===== config.mk =====
export PLATFORM = sky130hd
export DESIGN_NAME = spi_adc_reader_flat
export DESIGN_NICKNAME = d
export VERILOG_FILES = /design/src/rtl/spi_adc_reader_pkg.sv /design/src/rtl/spi_adc_reader_if.sv /design/src/rtl/spi_adc_reader_edge_sync.sv /design/src/rtl/spi_adc_reader.sv /design/src/flat_wrapper.sv
export SDC_FILE = /design/constraint.sdc
export NUM_CORES = 1
export LEC_CHECK = 0
export BUFFER_PORTS_ARGS = -buffer_cell sky130_fd_sc_hd__buf_2
export CAP_MARGIN = 20
export CORE_ASPECT_RATIO = 1.5
export CORE_MARGIN = 2
export CORE_UTILIZATION = 25
export DETAILED_ROUTE_END_ITERATION = 12
export GPL_TIMING_DRIVEN = 0
export SYNTH_ARGS = -nofsm -noshare
export SYNTH_HDL_FRONTEND = slang
export SYNTH_SLANG_ARGS = --single-unit

===== constraint.sdc =====
create_clock -name clk -period 3.14 [get_ports clk]
set_clock_uncertainty 0.05 [all_clocks]
set_input_delay 0.157 -clock clk [delete_from_list [all_inputs] [get_ports clk]]
set_output_delay 0.157 -clock clk [all_outputs]
set_load 0.02 [all_outputs]

===== src/rtl/spi_adc_reader_pkg.sv =====
// Shared types and helpers for the serial ADC frame sequencer.
package adc_rd_pkg;

    typedef enum logic [2:0] {
        IDLE,
        SETUP,
        SHIFT,
        HOLD,
        DONE
    } state_t;

    // Cycles from the first SETUP cycle through the last HOLD cycle.
    function automatic int unsigned frame_len(input int unsigned data_w,
                                              input int unsigned clk_div);
        return clk_div * (2 * data_w + 2);
    endfunction

endpackage


===== src/rtl/spi_adc_reader_if.sv =====
// ADC pin bundle: the reader is master, the ADC (or its model) is slave.
interface spi_adc_reader_if;
    logic cs_n;
    logic sclk;
    logic drdy;
    logic sdo;

    modport master (output cs_n, output sclk, input drdy, input sdo);
    modport slave  (input cs_n, input sclk, output drdy, output sdo);
endinterface


===== src/rtl/spi_adc_reader_edge_sync.sv =====
// Multi-flop synchroniser for an asynchronous input with a registered
// rising-edge pulse one cycle after the synchronised level rises.
module edge_sync #(
    parameter int unsigned SYNC_STG = 2
) (
    input  logic clk,
    input  logic rst,
    input  logic in,
    output logic out,
    output logic rise
);

    logic [SYNC_STG-1:0] sync_q, sync_d;
    logic                prev_q, prev_d;
    logic                rise_q, rise_d;

    // Shift the raw input through the chain and detect the 0->1 level change.
    always_comb begin
        sync_d = SYNC_STG'({sync_q, in});
        prev_d = sync_q[SYNC_STG-1];
        rise_d = sync_q[SYNC_STG-1] & ~prev_q;
    end

    // Synchroniser and edge flops.
    always_ff @(posedge clk) begin
        if (rst) begin
            sync_q <= '0;
            prev_q <= 1'b0;
            rise_q <= 1'b0;
        end else begin
            sync_q <= sync_d;
            prev_q <= prev_d;
            rise_q <= rise_d;
        end
    end

    assign out  = sync_q[SYNC_STG-1];
    assign rise = rise_q;

endmodule


===== src/rtl/spi_adc_reader.sv =====
// Serial ADC frame sequencer: on each synchronised DRDY rising edge runs one
// CS/SCLK read frame, shifts in DATA_W bits MSB-first and pulses sample_valid.
// Optional feature macro: ADC_RD_OVERRUN_EN adds the sticky overrun output.
module spi_adc_reader
    import adc_rd_pkg::*;
#(
    parameter int unsigned DATA_W   = 16,
    parameter int unsigned CLK_DIV  = 4,
    parameter int unsigned SYNC_STG = 2
) (
    input  logic              clk,
    input  logic              rst,
    input  logic              enable,
    spi_adc_reader_if.master  adc,
    output logic [DATA_W-1:0] sample,
    output logic              sample_valid,
    output logic              busy
`ifdef ADC_RD_OVERRUN_EN
    ,
    output logic              overrun
`endif
);

    localparam int unsigned DIV_W = $clog2(CLK_DIV + 1);
    localparam int unsigned BIT_W = $clog2(DATA_W + 1);

    logic drdy_rise;
    logic sdo_s;
    logic drdy_lvl_unused;
    logic sdo_rise_unused;

    edge_sync #(.SYNC_STG(SYNC_STG)) u_drdy_sync (
        .clk  (clk),
        .rst  (rst),
        .in   (adc.drdy),
        .out  (drdy_lvl_unused),
        .rise (drdy_rise)
    );

    edge_sync #(.SYNC_STG(SYNC_STG)) u_sdo_sync (
        .clk  (clk),
        .rst  (rst),
        .in   (adc.sdo),
        .out  (sdo_s),
        .rise (sdo_rise_unused)
    );

    state_t              state_q, state_d;
    logic [DIV_W-1:0]    div_q, div_d;
    logic [BIT_W-1:0]    bit_q, bit_d;
    logic [DATA_W-1:0]   shift_q, shift_d;
    logic [DATA_W-1:0]   sample_q, sample_d;
    logic                sclk_q, sclk_d;
    logic                cs_n_q, cs_n_d;
    logic                valid_q, valid_d;
    logic                busy_q, busy_d;
    logic                div_last;

    assign div_last = (div_q == DIV_W'(CLK_DIV - 1));

    // Frame sequencing; registered pin/output values follow the next state.
    always_comb begin
        state_d  = state_q;
        div_d    = div_q;
        bit_d    = bit_q;
        shift_d  = shift_q;
        sclk_d   = sclk_q;
        sample_d = sample_q;

        unique case (state_q)
            IDLE: begin
                if (drdy_rise && enable) begin
                    state_d = SETUP;
                    div_d   = '0;
                end
            end
            SETUP: begin
                if (div_last) begin
                    state_d = SHIFT;
                    div_d   = '0;
                    bit_d   = '0;
                    sclk_d  = 1'b0;
                end else begin
                    div_d = div_q + DIV_W'(1);
                end
            end
            SHIFT: begin
                if (div_last) begin
                    div_d = '0;
                    if (!sclk_q) begin
                        // sclk rises on this edge: capture the bit now.
                        sclk_d  = 1'b1;
                        shift_d = {shift_q[DATA_W-2:0], sdo_s};
                    end else begin
                        sclk_d = 1'b0;
                        bit_d  = bit_q + BIT_W'(1);
                        if (bit_q == BIT_W'(DATA_W - 1)) begin
                            state_d = HOLD;
                        end
                    end
                end else begin
                    div_d = div_q + DIV_W'(1);
                end
            end
            HOLD: begin
                if (div_last) begin
                    state_d = DONE;
                    div_d   = '0;
                end else begin
                    div_d = div_q + DIV_W'(1);
                end
            end
            DONE: begin
                state_d = IDLE;
            end
            default: begin
                state_d = IDLE;
            end
        endcase

        cs_n_d  = !((state_d == SETUP) || (state_d == SHIFT) || (state_d == HOLD));
        busy_d  = (state_d != IDLE);
        valid_d = (state_d == DONE);
        if (state_d == DONE) begin
            sample_d = shift_q;
        end
    end

    // State, datapath and registered output flops.
    always_ff @(posedge clk) begin
        if (rst) begin
            state_q  <= IDLE;
            div_q    <= '0;
            bit_q    <= '0;
            shift_q  <= '0;
            sample_q <= '0;
            sclk_q   <= 1'b0;
            cs_n_q   <= 1'b1;
            valid_q  <= 1'b0;
            busy_q   <= 1'b0;
        end else begin
            state_q  <= state_d;
            div_q    <= div_d;
            bit_q    <= bit_d;
            shift_q  <= shift_d;
            sample_q <= sample_d;
            sclk_q   <= sclk_d;
            cs_n_q   <= cs_n_d;
            valid_q  <= valid_d;
            busy_q   <= busy_d;
        end
    end

    assign adc.cs_n     = cs_n_q;
    assign adc.sclk     = sclk_q;
    assign sample       = sample_q;
    assign sample_valid = valid_q;
    assign busy         = busy_q;

`ifdef ADC_RD_OVERRUN_EN
    logic overrun_q, overrun_d;

    // Sticky flag for DRDY edges dropped outside IDLE; set beats clear.
    always_comb begin
        overrun_d = overrun_q;
        if (!enable && (state_q == IDLE)) begin
            overrun_d = 1'b0;
        end
        if (drdy_rise && (state_q != IDLE)) begin
            overrun_d = 1'b1;
        end
    end

    // Overrun flag register.
    always_ff @(posedge clk) begin
        if (rst) begin
            overrun_q <= 1'b0;
        end else begin
            overrun_q <= overrun_d;
        end
    end

    assign overrun = overrun_q;
`endif

endmodule


===== src/flat_wrapper.sv =====
// flat-port wrapper written by rule: the top's interface ports become plain ports
module spi_adc_reader_flat import adc_rd_pkg::*;
#(
    parameter int unsigned DATA_W   = 16,
    parameter int unsigned CLK_DIV  = 4,
    parameter int unsigned SYNC_STG = 2
)
  (clk, rst, enable, sample, sample_valid, busy, adc_cs_n, adc_sclk, adc_drdy, adc_sdo);
  spi_adc_reader_if adc_i ();
  input  logic clk;
  input  logic rst;
  input  logic enable;
  output logic [DATA_W-1:0] sample;
  output logic sample_valid;
  output logic busy;
  output wire logic [$bits(adc_i.cs_n)-1:0] adc_cs_n;
  output wire logic [$bits(adc_i.sclk)-1:0] adc_sclk;
  input wire logic [$bits(adc_i.drdy)-1:0] adc_drdy;
  input wire logic [$bits(adc_i.sdo)-1:0] adc_sdo;
  assign adc_cs_n = adc_i.cs_n;
  assign adc_sclk = adc_i.sclk;
  assign adc_i.drdy = adc_drdy;
  assign adc_i.sdo = adc_sdo;
  spi_adc_reader #(.DATA_W(DATA_W), .CLK_DIV(CLK_DIV), .SYNC_STG(SYNC_STG)) u_core (.clk(clk), .rst(rst), .enable(enable), .adc(adc_i), .sample(sample), .sample_valid(sample_valid), .busy(busy));
endmodule

# Yosys cells after proc, flatten, opt, wreduce, memory -nomap -nowiden
# Index checks and enable logic that the tools add are counted.
dict set report totals {
  regBits 53
  inputBits 5
  output_inout_bits 20
  wordCells 62
}
dict set report op_classes {
  n_addsub 2
  eq_ne 13
  muxes 18
  n_bitwise 3
  n_reduce_logical 13
}
# cell n
set op_table {}
lappend op_table {{two-way mux 3 bit} 8}
lappend op_table {{== test 3 x 2 -> 1 bit, second input constant} 5}
lappend op_table {{two-way mux 5 bit} 3}
lappend op_table {{case mux 3 bit (4 select lines)} 1}
lappend op_table {{case mux 5 bit (2 select lines)} 1}
lappend op_table {{!= test 2 x 1 -> 1 bit, second input constant} 4}
lappend op_table {{== test 3 x 1 -> 1 bit, second input constant} 2}
lappend op_table {{case mux 3 bit (2 select lines)} 1}
lappend op_table {{AND reduction 3 bit} 2}
lappend op_table {{adder 5 x 1 -> 5 bit, second input constant} 1}
lappend op_table {{== test 5 x 4 -> 1 bit, second input constant} 1}
lappend op_table {{AND reduction 4 bit} 1}
lappend op_table {{nonzero test 2 bit} 2}
lappend op_table {{adder 3 x 1 -> 3 bit, second input constant} 1}
lappend op_table {{== test 3 bit, second input constant} 1}
lappend op_table {{logical NOT 3 bit} 1}
lappend op_table {{two-way mux 1 bit} 3}
lappend op_table {{nonzero test 3 bit} 1}
lappend op_table {{OR reduction 3 bit} 1}
lappend op_table {{logical OR 1 bit} 2}
lappend op_table {{NOT 1 bit} 2}
lappend op_table {{case mux 1 bit (2 select lines)} 1}
lappend op_table {{AND reduction 2 bit} 1}
lappend op_table {{bitwise AND 1 bit} 1}
lappend op_table {{other kinds (2)} 2}

# Logic depth before layout (Yosys ltp)
# Gate-level depths: netlist of run 1.
dict set report logic_depth {
  word_depth 9
  mapped_depth 6
  mapped_depth_nobuf 6
}

# By module
# A second synthesis of run 1 with hierarchy kept.
dict set report hier_totals {
  cells_unflattened 236
  area_unflattened_um2 2048.2
}
# mod n_inst cells_each area_per_inst_um2 seq_area_each_um2
set by_module_without_submodules {}
lappend by_module_without_submodules {spi_adc_reader 1 220 1825.5 940.9}
lappend by_module_without_submodules {edge_sync 2 8 111.4 80.1}

# Least setup slack after synthesis of run 1
# No wires, ideal clock.
dict set report synth_timing {
  kind {register -> register}
  from {reg u_core.div_q[0]}
  to {reg u_core.bit_q[3]}
  setup_time_ns 0.072
  arrival_time_ns 1.477
  t_required_ns 3.018
  slack_ns 1.541
  stages_incl_launch_ff 7
  n_path_buf 2
  period_less_slack_ns 1.599
  path_cell_list {dfxtp_1 > ha_1 > or3b_1 > buf_6 > buf_6 > a211oi_4 > mux2i_1}
}
dict set report synth_between {
  elab_chain_len 3
  elab_cells_between_ends 4
  cone_classes {eq/ne: 3; reduce/logical: 1}
}
# item line_no
set synth_lines {}
lappend synth_lines {{start, declared} spi_adc_reader.sv:49} ;# logic [DIV_W-1:0] div_q, div_d;
lappend synth_lines {{start signal, assigned} spi_adc_reader.sv:143} ;# div_q <= div_d;
lappend synth_lines {{== test 3 x 2 -> 1 bit (*)} spi_adc_reader.sv:59} ;# assign div_last = (div_q == DIV_W'(CLK_DIV - 1));
lappend synth_lines {{!= test 2 x 1 -> 1 bit (no source line)} --}
lappend synth_lines {{AND reduction 4 bit (no source line) (*)} --}
lappend synth_lines {{end signal, assigned} spi_adc_reader.sv:144} ;# bit_q <= bit_d;
lappend synth_lines {{end, declared} spi_adc_reader.sv:50} ;# logic [BIT_W-1:0] bit_q, bit_d;
# Every way passes the cells marked *; elsewhere a longest branch is shown, timed or not.
# A chain may end at the register's enable or synchronous reset.

# Worst setup path after layout of run 1
dict set report layout_timing {
  from {reg u_core.div_q[0]}
  to {reg u_core.shift_q[2]}
}
dict set report layout_between {
  elab_chain_len 2
}
# item line_no
set layout_lines {}
lappend layout_lines {{== test 3 x 2 -> 1 bit} spi_adc_reader.sv:59}
lappend layout_lines {{AND reduction 3 bit (no source line)} --}
lappend layout_lines {{end signal, assigned} spi_adc_reader.sv:145} ;# shift_q <= shift_d;
lappend layout_lines {{end, declared} spi_adc_reader.sv:51} ;# logic [DATA_W-1:0] shift_q, shift_d;
# No other way between the ends.

==> impl_results.html, run 1 <==
<table>
<tr><th>Metric</th><th>Value</th></tr>
<tr><th colspan="2">Run status</th></tr>
<tr><td>Run status</td><td>completed</td></tr>
<tr><th colspan="2">Setup path</th></tr>
<tr><td>Type of the worst setup path</td><td>register to register</td></tr>
<tr><td>Required time of the critical path</td><td>3.31 ns</td></tr>
<tr><td>Max Fanout on Critical Path</td><td>10</td></tr>
<tr><td>Data arrival time of the critical path</td><td>~2.0 ns</td></tr>
<tr><td>Sort of element at the end of the critical path</td><td>register</td></tr>
<tr><td>Worst setup SP type</td><td>register</td></tr>
<tr><th colspan="2">Global route</th></tr>
<tr><td>Initial antenna violation count</td><td>0</td></tr>
<tr><td>Global route total overflow</td><td>0</td></tr>
<tr><td>Via count of the first global-routing pass</td><td>between 1.5k and 2k</td></tr>
<tr><td>Global-route wire length before repair</td><td>about 8.7 mm</td></tr>
<tr><td>Maximum number of pins on one net before global-route repair</td><td>17</td></tr>
<tr><td>Aggregate global-route resource usage</td><td>0.1149</td></tr>
<tr><th colspan="2">Placed design</th></tr>
<tr><td>Placed cell count</td><td>approximately 380</td></tr>
<tr><td>Placer Congestion</td><td>about 0.77</td></tr>
<tr><td>HPWL after DPL</td><td>about 3.7 mm</td></tr>
<tr><td>Number of input and output port buffers inserted</td><td>23</td></tr>
<tr><th colspan="2">Clocking</th></tr>
<tr><td>Count of buffers added by post-CTS timing repair for setup</td><td>0</td></tr>
<tr><td>Post-CTS resize count</td><td>0</td></tr>
<tr><td>H-tree depth reported by CTS</td><td>2</td></tr>
<tr><td>Clock Root Buffer</td><td>clkbuf_16</td></tr>
<tr><td>Clock transition at the register clock pins on the worst setup and hold paths after CTS</td><td>0.07 ns</td></tr>
<tr><td>Clock latency on the worst-skew pair</td><td>slightly below 0.3 ns</td></tr>
<tr><td>Longest Clk Path Bufs</td><td>2</td></tr>
<tr><td>TritonCTS clock tree</td><td>done</td></tr>
<tr><td>Number of buffers added to fix hold violations after cts</td><td>0</td></tr>
<tr><td>Total clock buffers created by CTS</td><td>5</td></tr>
<tr><td>Clock sink total</td><td>53</td></tr>
<tr><th colspan="2">Yosys</th></tr>
<tr><td>Synthesized-area fraction occupied by xor and xnor cells</td><td>0.003980</td></tr>
<tr><td>Yosys warnings</td><td>0</td></tr>
<tr><td>Synthesized cell area</td><td>2201 um^2</td></tr>
<tr><td>Simple-gate share of the synthesized area</td><td>0.2001</td></tr>
<tr><td>Count of different cell masters after synthesis</td><td>36</td></tr>
<tr><td>Largest area contributor in the netlist</td><td>dfxtp_1</td></tr>
<tr><td>Seq/Total Area, Yosys</td><td>0.4821</td></tr>
<tr><td>Complex-gate fraction of the synthesized area</td><td>0.2121</td></tr>
<tr><td>Share of the synthesized area in the top cell type</td><td>0.4821</td></tr>
<tr><td>Adder-cell area share of the yosys netlist</td><td>0.01706</td></tr>
<tr><td>Share of async-settable or async-resettable flops after synthesis</td><td>0</td></tr>
<tr><td>Average cell area after synthesis</td><td>between 8 and 9 um^2</td></tr>
<tr><td>Post-synth EDFFs</td><td>0</td></tr>
<tr><td>Cells after synthesis</td><td>247</td></tr>
<tr><td>Cell types with the largest area share after synthesis</td><td>dfxtp_1, o21ai_0, a21oi_1</td></tr>
<tr><td>Post-synthesis mux area share</td><td>0.02274</td></tr>
<tr><td>FF+latch count, synth</td><td>53</td></tr>
<tr><td>Dominant synthesized flop cell</td><td>dfxtp_1</td></tr>
<tr><td>Synthesized net count</td><td>about 260</td></tr>
<tr><td>Largest family of logic cells by synthesized area</td><td>compound AO/OA/AOI/OAI gates</td></tr>
<tr><th colspan="2">Detailed routing</th></tr>
<tr><td>Number of antenna-violating nets in the routed design</td><td>0</td></tr>
<tr><td>Routed wirelength normalized by instance count</td><td>approximately 13 um</td></tr>
<tr><td>Via count</td><td>approximately 1.8k</td></tr>
<tr><td>Routed Wire Length</td><td>between 5 and 6 mm</td></tr>
<tr><td>Vias per cell</td><td>4.730</td></tr>
<tr><td>Residual DRC</td><td>0</td></tr>
<tr><td>Detailed router's first-iteration violation count</td><td>roughly 120</td></tr>
<tr><td>1st-pass router iterations</td><td>4</td></tr>
<tr><th colspan="2">Job</th></tr>
<tr><td>Max_cap viols</td><td>0</td></tr>
<tr><th colspan="2">Timing</th></tr>
<tr><td>Final critical path time including I/O delays and setup</td><td>approximately 1.8 ns</td></tr>
<tr><td>Max Transition Viols Final</td><td>0</td></tr>
<tr><td>Actual transition at the worst max-transition pin</td><td>0.5140 ns</td></tr>
<tr><td>Final setup viols</td><td>0</td></tr>
<tr><td>Post-route clock period utilization</td><td>0.5869</td></tr>
<tr><td>Number of hold-slack violations in the final timing report</td><td>0</td></tr>
<tr><td>Relative slew slack</td><td>0.6525</td></tr>
<tr><td>RSZ-0062 raised after global routing</td><td>no</td></tr>
<tr><td>TNS Setup</td><td>0 ns</td></tr>
<tr><td>Highest clock rate</td><td>around 540 MHz</td></tr>
<tr><th colspan="2">Layout</th></tr>
<tr><td>Number of nets at the end of the flow</td><td>285</td></tr>
<tr><td>Most frequent cells in the layout</td><td>dfxtp_1, o21ai_0, a21oi_1</td></tr>
<tr><td>Most common cell after layout, fill and taps aside</td><td>dfxtp_1</td></tr>
<tr><td>Antenna cell count</td><td>0</td></tr>
<tr><td>Area growth, synth to finish</td><td>18.93%</td></tr>
<tr><td>Final cell count without fillers</td><td>385</td></tr>
<tr><td>Ratio of cells with drive above 1 in the final layout</td><td>0.1727</td></tr>
<tr><th colspan="2">Pwr</th></tr>
<tr><td>Combinational group share of total power</td><td>0.020</td></tr>
<tr><td>Switching power of the nets</td><td>0.2614 mW</td></tr>
<tr><td>LEAKAGE</td><td>approximately 0.95 nW</td></tr>
<tr><td>Total power density per cell area</td><td>505.7 nW/um^2</td></tr>
<tr><td>Part of the total power dissipated in the clock network</td><td>0.468</td></tr>
<tr><td>Internal Power</td><td>around 1.1 mW</td></tr>
<tr><td>Switching share of power</td><td>0.1975</td></tr>
<tr><td>Fraction of power consumed by sequential logic</td><td>0.512</td></tr>
<tr><td>Largest vdd supply drop</td><td>0.2529 mV</td></tr>
<tr><th colspan="2">Floorplanning</th></tr>
<tr><td>Die W</td><td>slightly above 80 um</td></tr>
<tr><td>I/O pin cnt</td><td>25</td></tr>
<tr><td>Initial Util</td><td>0.2600</td></tr>
<tr><td>Die Y</td><td>~120 um</td></tr>
<tr><td>Std-Cell Core Area</td><td>8464 um^2</td></tr>
<tr><td>Area of the die</td><td>roughly 9600 um^2</td></tr>
<tr><td>Row count</td><td>41</td></tr>
<tr><th colspan="2">Worst hold path</th></tr>
<tr><td>Min-delay worst type</td><td>primary input to register</td></tr>
</table>
==> worst paths after layout <==
path | startpoint | endpoint | slack, ns | depth (start not counted)
worst max-delay path | u_core.div_q[0] | u_core.shift_q[2] | 1.30 | 5
worst min-delay path | adc_sdo | u_core.u_sdo_sync.sync_q[0] | 0.03 | 2
worst min register to register | u_core.u_drdy_sync.prev_q | u_core.u_drdy_sync.rise | 0.33 | 1
worst max register to register | u_core.div_q[0] | u_core.shift_q[2] | 1.30 | 5
==> area by class of cell <==
type                            instances  area (um^2)
Fill cell                             907         5847
Clock inverter                          2        38.79
Timing Repair Buffer                   23        115.1
Sequential cell                        53         1061
Tap cell                              107        133.9
Multi-Input combinational cell        168         1003
Buffer                                 22        121.4
Clock buffer                            6        128.9
Inverter                                4        15.01
==> state kept, by name, indices dropped and copies added (netlist names) <==
signal                     cells
u_core.adc.cs_n                1
u_core.adc.sclk                1
u_core.bit_q                   5
u_core.busy                    1
u_core.div_q                   3
u_core.sample                 16
u_core.sample_valid            1
u_core.shift_q                16
u_core.state_q                 3
u_core.u_drdy_sync.prev_q      1
u_core.u_drdy_sync.rise        1
u_core.u_drdy_sync.sync_q      2
u_core.u_sdo_sync.sync_q       2
==> cell usage after synthesis, drive strengths merged (2+ instances only) <==
library cell,count
a211oi,2
a21oi,37
buf,11
clkbuf,11
dfxtp,53
ha,3
inv,4
mux2i,5
nand2,4
nand2b,7
nand3,34
nand3b,2
nor2,5
nor2b,9
nor3,3
nor3b,2
o211ai,2
o21ai,37
or3,2
or3b,2
==> critical path: stages (launching register included) <==
cell,delay (ns)
dfxtp_1,0.35
ha_1,0.25
nor3b_2,0.42
clkbuf_1,0.41
nand3_1,0.15
a21oi_1,0.14
==> power groups by stage <==
stage               registers [mW]  logic (mW)  clock network [mW]
finish                       0.677      0.0265               0.620
global route                 0.677      0.0301               0.669
CTS                          0.677      0.0272               0.633
detailed placement           0.693      0.0273                   0
global placement             0.693      0.0262                   0
floorplan                    0.693      0.0169                   0
==> logic make-up (layout without fill, tap and decap cells) <==
| family | after synthesis | count (layout) |
|---|---|---|
| xor+xnor | 1 | 1 |
| compound gates | 84 | 84 |
| buf+inv | 26 | 57 |
| simple gates | 75 | 75 |
| fa+ha+maj | 3 | 3 |
| flops | 53 | 53 |
| mux | 5 | 5 |
==> metal layers <==
metal,track usage,vias up,share of wire
li1,-,931,-
met1,0.1330,862,0.43
met5,0,-,0
met3,0.02500,4,0.030
met4,0.04555,0,0.013
met2,0.2010,24,0.53
==> through the flow <==
| step | total power [mW] | hold slack, ns | cell area, um^2 | utilization | setup slack, ns |
|---|---|---|---|---|---|
| final | 1.324 | 0.03473 | 2618 | 0.3092 | 1.297 |
| after floorplan | 0.7101 | 0.2352 | 2201 | - | 1.541 |
| after detailed placement | 0.7202 | 0.3268 | 2450 | 0.2894 | 1.287 |
| after global routing | 1.376 | 0.04547 | 2618 | 0.3092 | 1.111 |
| after CTS | 1.337 | 0.03696 | 2618 | 0.3092 | 1.275 |
| after global placement | 0.7190 | 0.3222 | 2450 | 0.2894 | 1.333 |
Power figures use the tool's default switching activity.
==> run 2: changes to the inputs <==
- clock period: 3.14 -> 1.6 ns (I/O delays scaled with it)
==> impl_results.html, run 2 (synthesis gave the netlist of run 1 again) <==
<table>
<tr><th>Metric</th><th>Value</th></tr>
<tr><th colspan="2">Timing</th></tr>
<tr><td>Relative slew slack</td><td>0.6553 (was 0.6525)</td></tr>
<tr><td>Final critical path time including I/O delays and setup</td><td>1.608 ns (was 1.843 ns)</td></tr>
<tr><td>Highest clock rate</td><td>622.0 MHz (was 542.6 MHz)</td></tr>
<tr><td>Number of hold-slack violations in the final timing report</td><td>0 (unchanged)</td></tr>
<tr><td>RSZ-0062 raised after global routing</td><td>yes (was no)</td></tr>
<tr><td>Smallest hold slack</td><td>0.1693 ns (was 0.03473 ns)</td></tr>
<tr><td>Final setup viols</td><td>2 (was 0)</td></tr>
<tr><td>Post-route clock period utilization</td><td>1.005 (was 0.5869)</td></tr>
<tr><td>Max Transition Viols Final</td><td>0 (unchanged)</td></tr>
<tr><td>Setup slack of the critical path after layout</td><td>-0.007820 ns (was 1.297 ns)</td></tr>
<tr><td>Actual transition at the worst max-transition pin</td><td>0.5171 ns (was 0.5140 ns)</td></tr>
<tr><th colspan="2">Floorplanning</th></tr>
<tr><td>Row count</td><td>41 (unchanged)</td></tr>
<tr><td>Die Y</td><td>118.9 um (unchanged)</td></tr>
<tr><td>I/O pin cnt</td><td>25 (unchanged)</td></tr>
<tr><td>Area of the die</td><td>9586 um^2 (unchanged)</td></tr>
<tr><td>Std-Cell Core Area</td><td>8464 um^2 (unchanged)</td></tr>
<tr><td>Die W</td><td>80.61 um (unchanged)</td></tr>
<tr><td>Initial Util</td><td>0.2600 (unchanged)</td></tr>
<tr><th colspan="2">Setup path</th></tr>
<tr><td>Source of the worst register-to-register timing path</td><td>u_core.div_q[0] (unchanged)</td></tr>
<tr><td>Worst setup SP type</td><td>register (unchanged)</td></tr>
<tr><td>Max Fanout on Critical Path</td><td>7 (was 10)</td></tr>
<tr><td>Data arrival time of the critical path</td><td>1.77 ns (was 2.01 ns)</td></tr>
<tr><td>R2r endpoint</td><td>u_core.bit_q[3] (was u_core.shift_q[2])</td></tr>
<tr><td>Delay of the slowest critical-path stage</td><td>0.43 ns (was 0.42 ns)</td></tr>
<tr><td>Cells along the critical path</td><td>ha_4, or3b_4, buf_6, a211oi_4, mux2i_1 (was ha_1, nor3b_2, clkbuf_1, nand3_1, a21oi_1)</td></tr>
<tr><td>Total buffers and inverters traversed by the critical path</td><td>1 (unchanged)</td></tr>
<tr><td>Worst-case reg-to-reg path depth</td><td>5 (unchanged)</td></tr>
<tr><td>Sort of element at the end of the critical path</td><td>register (unchanged)</td></tr>
<tr><td>Required time of the critical path</td><td>1.76 ns (was 3.31 ns)</td></tr>
<tr><td>Type of the worst setup path</td><td>register to register (unchanged)</td></tr>
<tr><td>Family with the most delay on the worst path</td><td>simple AND/OR/NAND/NOR gates (unchanged)</td></tr>
<tr><td>Setup slack on the worst flop-to-flop path</td><td>-0.008 ns (was 1.30 ns)</td></tr>
<tr><td>Max stage delay cell, worst path</td><td>or3b_4 (was nor3b_2)</td></tr>
<tr><th colspan="2">Global route</th></tr>
<tr><td>Aggregate global-route resource usage</td><td>0.1169 (was 0.1149)</td></tr>
<tr><td>Via count of the first global-routing pass</td><td>1829 (was 1828)</td></tr>
<tr><td>Maximum number of pins on one net before global-route repair</td><td>17 (unchanged)</td></tr>
<tr><td>Global route total overflow</td><td>0 (unchanged)</td></tr>
<tr><td>Initial antenna violation count</td><td>0 (unchanged)</td></tr>
<tr><td>Global-route wire length before repair</td><td>8.804 mm (was 8.659 mm)</td></tr>
<tr><th colspan="2">Detailed routing</th></tr>
<tr><td>Detailed router's first-iteration violation count</td><td>116 (was 119)</td></tr>
<tr><td>Vias per cell</td><td>4.685 (was 4.730)</td></tr>
<tr><td>Via count</td><td>1846 (was 1821)</td></tr>
<tr><td>Routed wirelength normalized by instance count</td><td>13.13 um (was 13.01 um)</td></tr>
<tr><td>Routed Wire Length</td><td>5.172 mm (was 5.009 mm)</td></tr>
<tr><td>1st-pass router iterations</td><td>4 (unchanged)</td></tr>
<tr><td>Residual DRC</td><td>0 (unchanged)</td></tr>
<tr><td>Number of antenna-violating nets in the routed design</td><td>0 (unchanged)</td></tr>
<tr><th colspan="2">Placed design</th></tr>
<tr><td>Number of input and output port buffers inserted</td><td>23 (unchanged)</td></tr>
<tr><td>HPWL after DPL</td><td>3.657 mm (unchanged)</td></tr>
<tr><td>Placed cell count</td><td>377 (unchanged)</td></tr>
<tr><td>Placer Congestion</td><td>0.7728 (unchanged)</td></tr>
<tr><th colspan="2">Run status</th></tr>
<tr><td>Violated checks</td><td>negative setup slack</td></tr>
<tr><td>Run status</td><td>finished with violations (was completed)</td></tr>
<tr><th colspan="2">Clocking</th></tr>
<tr><td>Clock latency on the worst-skew pair</td><td>0.29 ns (about the same)</td></tr>
<tr><td>TritonCTS clock tree</td><td>done (unchanged)</td></tr>
<tr><td>Clock Root Buffer</td><td>clkbuf_16 (unchanged)</td></tr>
<tr><td>Clock sink total</td><td>53 (unchanged)</td></tr>
<tr><td>Longest Clk Path Bufs</td><td>2 (unchanged)</td></tr>
<tr><td>Total clock buffers created by CTS</td><td>5 (unchanged)</td></tr>
<tr><td>Clock transition at the register clock pins on the worst setup and hold paths after CTS</td><td>0.07 ns (about the same)</td></tr>
<tr><td>H-tree depth reported by CTS</td><td>2 (unchanged)</td></tr>
<tr><th colspan="2">Layout</th></tr>
<tr><td>Area growth, synth to finish</td><td>25.64% (was 18.93%)</td></tr>
<tr><td>Number of nets at the end of the flow</td><td>294 (was 285)</td></tr>
<tr><td>Final cell count without fillers</td><td>394 (was 385)</td></tr>
<tr><td>Most common cell after layout, fill and taps aside</td><td>dfxtp_1 (unchanged)</td></tr>
<tr><td>Antenna cell count</td><td>0 (unchanged)</td></tr>
<tr><td>Most frequent cells in the layout</td><td>dfxtp_1, a21oi_1, nand3_1 (was dfxtp_1, o21ai_0, a21oi_1)</td></tr>
<tr><td>Ratio of cells with drive above 1 in the final layout</td><td>0.2578 (was 0.1727)</td></tr>
<tr><th colspan="2">Pwr</th></tr>
<tr><td>Largest vdd supply drop</td><td>0.4983 mV (was 0.2529 mV)</td></tr>
<tr><td>Total power density per cell area</td><td>940.5 nW/um^2 (was 505.7 nW/um^2)</td></tr>
<tr><td>LEAKAGE</td><td>1.005 nW (was 0.9468 nW)</td></tr>
<tr><th colspan="2">Worst hold path</th></tr>
<tr><td>Min-delay worst type</td><td>primary input to register (unchanged)</td></tr>
<tr><td>Startpoint of the tightest hold check path</td><td>rst (was adc_sdo)</td></tr>
<tr><td>Hold Path Stages</td><td>2 (unchanged)</td></tr>
<tr><td>End point of the worst hold path</td><td>u_core.u_drdy_sync.prev_q (was u_core.u_sdo_sync.sync_q[0])</td></tr>
<tr><th colspan="2">Job</th></tr>
<tr><td>Max_cap viols</td><td>0 (unchanged)</td></tr>
</table>
## run 2: layer usage
metal	part of all wire	routed length [um]	vias up	track usage
li1	-	-	952	-
met2	0.53	2736	28	0.2057
met4	0.013	65	0	0.04343
met5	0	0	-	0
met1	0.43	2201	862	0.1358
met3	0.032	168	4	0.02500
## run 2: cell type report
type | count | area [um^2]
plain buffers | 21 | 131.4
clock buffers | 6 | 128.9
clock inverters | 2 | 38.79
fillers | 894 | 5699
inverters | 4 | 15.01
multi-input cells | 168 | 1056
flip-flops and latches | 53 | 1069
well taps | 107 | 133.9
repair buffers | 33 | 192.7
## run 2: worst max-delay path by stage
stage	to	cells after the start	start	slack, ns
2_1_floorplan	u_core.bit_q[3]	6	u_core.div_q[0]	0.001
3_3_place_gp	u_core.sample[15]	6	u_core.div_q[0]	-0.21
3_5_place_dp	u_core.sample[10]	6	u_core.div_q[0]	-0.25
4_1_cts	u_core.bit_q[3]	5	u_core.div_q[1]	-0.06
5_1_grt	u_core.bit_q[3]	5	u_core.div_q[0]	-0.08
6_report	u_core.bit_q[3]	5	u_core.div_q[0]	-0.008
## run 2: power by group
part / switching [mW] / leakage, nW / internal [mW] / total [mW]
Sequential: 0.00286 / 0.431 / 1.33 / 1.33
Clock: 0.470 / 0.0810 / 0.742 / 1.21
Combinational: 0.0382 / 0.493 / 0.0209 / 0.0590
## run 2: metrics by stage
step	TNS (ns)	worst slack [ns]	util	power, mW	area (um^2)
finish	-0.01330	-0.007820	0.3267	2.601	2765
global route	-0.6256	-0.07921	0.3267	2.704	2765
CTS	-0.05594	-0.05594	0.3184	2.629	2695
detailed placement	-7.347	-0.2525	0.2894	1.413	2450
global placement	-6.074	-0.2065	0.2894	1.411	2450
floorplan	0	0.001152	-	1.394	2201
## run 2: repair_timing
action,CTS,global route
resized for setup,18,31
gates cloned,1,0
endpoints found under the setup margin,41,39
hold buffers,2,0
pin swaps,3,3
endpoints found under the hold margin,2,0
setup buffers,2,5
==> run 3: changes to the inputs <==
- BUFFER_PORTS_ARGS: -buffer_cell sky130_fd_sc_hd__buf_2 -> -buffer_cell sky130_fd_sc_hd__clkbuf_2
==> impl_results.html, run 3 (synthesis gave the netlist of run 1 again) <==
<table>
<tr><th>Metric</th><th>Value</th></tr>
<tr><th colspan="2">Run status</th></tr>
<tr><td>Run status</td><td>finished with violations (unchanged)</td></tr>
<tr><td>Violated checks</td><td>negative setup slack (unchanged)</td></tr>
<tr><th colspan="2">Global route</th></tr>
<tr><td>Global-route wire length before repair</td><td>8.528 mm (was 8.804 mm)</td></tr>
<tr><td>Maximum number of pins on one net before global-route repair</td><td>17 (unchanged)</td></tr>
<tr><td>Initial antenna violation count</td><td>0 (unchanged)</td></tr>
<tr><td>Via count of the first global-routing pass</td><td>1793 (was 1829)</td></tr>
<tr><td>Global route total overflow</td><td>0 (unchanged)</td></tr>
<tr><td>Aggregate global-route resource usage</td><td>0.1114 (was 0.1169)</td></tr>
<tr><th colspan="2">Setup path</th></tr>
<tr><td>Family with the most delay on the worst path</td><td>simple AND/OR/NAND/NOR gates (unchanged)</td></tr>
<tr><td>Max stage delay cell, worst path</td><td>or3b_4 (unchanged)</td></tr>
<tr><td>Sort of element at the end of the critical path</td><td>register (unchanged)</td></tr>
<tr><td>R2r endpoint</td><td>u_core.bit_q[3] (unchanged)</td></tr>
<tr><td>Source of the worst register-to-register timing path</td><td>u_core.div_q[1] (was u_core.div_q[0])</td></tr>
<tr><td>Worst-case reg-to-reg path depth</td><td>6 (was 5)</td></tr>
<tr><td>Setup slack on the worst flop-to-flop path</td><td>-0.09 ns (was -0.008 ns)</td></tr>
<tr><td>Max Fanout on Critical Path</td><td>10 (was 7)</td></tr>
<tr><td>Type of the worst setup path</td><td>register to register (unchanged)</td></tr>
<tr><td>Total buffers and inverters traversed by the critical path</td><td>2 (was 1)</td></tr>
<tr><td>Cells along the critical path</td><td>ha_4, or3b_4, buf_6, buf_8, a211oi_4, mux2i_1 (was ha_4, or3b_4, buf_6, a211oi_4, mux2i_1)</td></tr>
<tr><td>Delay of the slowest critical-path stage</td><td>0.38 ns (was 0.43 ns)</td></tr>
<tr><td>Required time of the critical path</td><td>1.76 ns (about the same)</td></tr>
<tr><td>Worst setup SP type</td><td>register (unchanged)</td></tr>
<tr><td>Data arrival time of the critical path</td><td>1.85 ns (was 1.77 ns)</td></tr>
<tr><th colspan="2">Worst hold path</th></tr>
<tr><td>End point of the worst hold path</td><td>u_core.u_drdy_sync.prev_q (unchanged)</td></tr>
<tr><td>Min-delay worst type</td><td>primary input to register (unchanged)</td></tr>
<tr><td>Hold Path Stages</td><td>2 (unchanged)</td></tr>
<tr><td>Startpoint of the tightest hold check path</td><td>rst (unchanged)</td></tr>
<tr><th colspan="2">Timing</th></tr>
<tr><td>Relative slew slack</td><td>0.6283 (was 0.6553)</td></tr>
<tr><td>Max Transition Viols Final</td><td>0 (unchanged)</td></tr>
<tr><td>Final critical path time including I/O delays and setup</td><td>1.687 ns (was 1.608 ns)</td></tr>
<tr><td>Highest clock rate</td><td>592.7 MHz (was 622.0 MHz)</td></tr>
<tr><td>Post-route clock period utilization</td><td>1.055 (was 1.005)</td></tr>
<tr><td>Setup slack of the critical path after layout</td><td>-0.08730 ns (was -0.007820 ns)</td></tr>
<tr><td>RSZ-0062 raised after global routing</td><td>yes (unchanged)</td></tr>
<tr><td>Final setup viols</td><td>17 (was 2)</td></tr>
<tr><td>Number of hold-slack violations in the final timing report</td><td>0 (unchanged)</td></tr>
<tr><td>TNS Setup</td><td>-0.3855 ns (was -0.01330 ns)</td></tr>
<tr><td>Actual transition at the worst max-transition pin</td><td>0.5575 ns (was 0.5171 ns)</td></tr>
<tr><th colspan="2">Layout</th></tr>
<tr><td>Most frequent cells in the layout</td><td>dfxtp_1, a21oi_1, nand3_1 (unchanged)</td></tr>
<tr><td>Number of fill cells in the layout</td><td>887 (was 894)</td></tr>
<tr><td>Number of nets at the end of the flow</td><td>295 (was 294)</td></tr>
<tr><td>Most common cell after layout, fill and taps aside</td><td>dfxtp_1 (unchanged)</td></tr>
<tr><td>Ratio of cells with drive above 1 in the final layout</td><td>0.3021 (was 0.2578)</td></tr>
<tr><td>Antenna cell count</td><td>0 (unchanged)</td></tr>
<tr><td>Area growth, synth to finish</td><td>28.99% (was 25.64%)</td></tr>
<tr><td>Final cell count without fillers</td><td>395 (was 394)</td></tr>
<tr><th colspan="2">Detailed routing</th></tr>
<tr><td>Vias per cell</td><td>4.808 (was 4.685)</td></tr>
<tr><td>Routed Wire Length</td><td>5.271 mm (was 5.172 mm)</td></tr>
<tr><td>Via count</td><td>1899 (was 1846)</td></tr>
<tr><td>Detailed router's first-iteration violation count</td><td>109 (was 116)</td></tr>
<tr><td>Routed wirelength normalized by instance count</td><td>13.34 um (was 13.13 um)</td></tr>
<tr><td>Residual DRC</td><td>0 (unchanged)</td></tr>
<tr><td>Number of antenna-violating nets in the routed design</td><td>0 (unchanged)</td></tr>
<tr><td>1st-pass router iterations</td><td>4 (unchanged)</td></tr>
<tr><th colspan="2">Clocking</th></tr>
<tr><td>TritonCTS clock tree</td><td>done (unchanged)</td></tr>
<tr><td>Clock latency on the worst-skew pair</td><td>0.29 ns (about the same)</td></tr>
<tr><td>H-tree depth reported by CTS</td><td>2 (unchanged)</td></tr>
<tr><td>Clock Root Buffer</td><td>clkbuf_16 (unchanged)</td></tr>
<tr><td>Total clock buffers created by CTS</td><td>5 (unchanged)</td></tr>
<tr><td>Clock transition at the register clock pins on the worst setup and hold paths after CTS</td><td>0.07 ns (about the same)</td></tr>
<tr><td>Clock sink total</td><td>53 (unchanged)</td></tr>
<tr><td>Longest Clk Path Bufs</td><td>2 (unchanged)</td></tr>
<tr><th colspan="2">Placed design</th></tr>
<tr><td>Placer Congestion</td><td>0.7724 (was 0.7728)</td></tr>
<tr><td>Placed cell count</td><td>377 (unchanged)</td></tr>
<tr><td>Number of input and output port buffers inserted</td><td>23 (unchanged)</td></tr>
<tr><td>HPWL after DPL</td><td>3.628 mm (was 3.657 mm)</td></tr>
<tr><th colspan="2">Floorplanning</th></tr>
<tr><td>Die W</td><td>80.61 um (unchanged)</td></tr>
<tr><td>Area of the die</td><td>9586 um^2 (unchanged)</td></tr>
<tr><td>Row count</td><td>41 (unchanged)</td></tr>
<tr><td>Std-Cell Core Area</td><td>8464 um^2 (unchanged)</td></tr>
<tr><td>I/O pin cnt</td><td>25 (unchanged)</td></tr>
<tr><td>Initial Util</td><td>0.2600 (unchanged)</td></tr>
<tr><td>Die Y</td><td>118.9 um (unchanged)</td></tr>
<tr><th colspan="2">Pwr</th></tr>
<tr><td>LEAKAGE</td><td>0.9913 nW (was 1.005 nW)</td></tr>
<tr><td>Total power density per cell area</td><td>860.5 nW/um^2 (was 940.5 nW/um^2)</td></tr>
<tr><td>Total power consumption of the routed design</td><td>2.443 mW (was 2.601 mW)</td></tr>
<tr><td>Largest vdd supply drop</td><td>0.5206 mV (was 0.4983 mV)</td></tr>
<tr><th colspan="2">Job</th></tr>
<tr><td>Max_cap viols</td><td>0 (unchanged)</td></tr>
</table>
## run 3: worst max-delay path by stage
stage / start / to / slack (ns) / cells after the start
final: u_core.div_q[1] / u_core.bit_q[3] / -0.09 / 6
after global routing: u_core.div_q[0] / u_core.bit_q[3] / -0.15 / 6
after CTS: u_core.div_q[1] / u_core.bit_q[3] / -0.06 / 6
after detailed placement: u_core.div_q[0] / u_core.sample[2] / -0.23 / 6
after global placement: u_core.div_q[0] / u_core.sample[2] / -0.21 / 6
after floorplan: u_core.div_q[0] / u_core.bit_q[3] / 0.001 / 6
## run 3: per-layer routing
layer  wire (um)  GRT usage  up-vias
li1            -          -      957
met1        2208     0.1256      900
met2        2798     0.2052       34
met3         146    0.01894        8
met4         118    0.03814        0
met5           0          0        -
## run 3: final cells by class
class | instances | area, um^2 | area share
tap | 107 | 133.9 | 0.04716
sequential | 53 | 1071 | 0.3773
multi-input combinational | 168 | 1129 | 0.3975
buffer | 22 | 151.4 | 0.05333
inverter | 4 | 15.01 | 0.005289
timing repair buffer | 33 | 195.2 | 0.06875
clock inverter | 2 | 15.01 | 0.005289
clock buffer | 6 | 128.9 | 0.04539
## run 3: metrics by stage
step / setup WS, ns / cell area, um^2 / util / hold slack (ns)
finish: -0.08730 / 2839 / 0.3354 / 0.1848
global route: -0.1499 / 2839 / 0.3354 / 0.2514
CTS: -0.06066 / 2671 / 0.3156 / 0.1895
detailed placement: -0.2341 / 2450 / 0.2894 / 0.2583
global placement: -0.2086 / 2450 / 0.2894 / 0.2459
floorplan: 0.001152 / 2201 / - / 0.1582
## run 3: report_power, final
| group | switching [mW] | total, mW | internal [mW] |
|---|---|---|---|
| clock | 0.474 | 1.06 | 0.581 |
| sequential | 0.00277 | 1.33 | 1.32 |
| combinational | 0.0394 | 0.0603 | 0.0208 |
## run 3: repair_timing
item                       4_1_cts  5_1_grt
setup endpoints to repair       41       39
setup buffers                    1        7
hold endpoints to repair         2        0
hold buffers                     2        0
pin swaps                        2        4
resized for setup               29       46
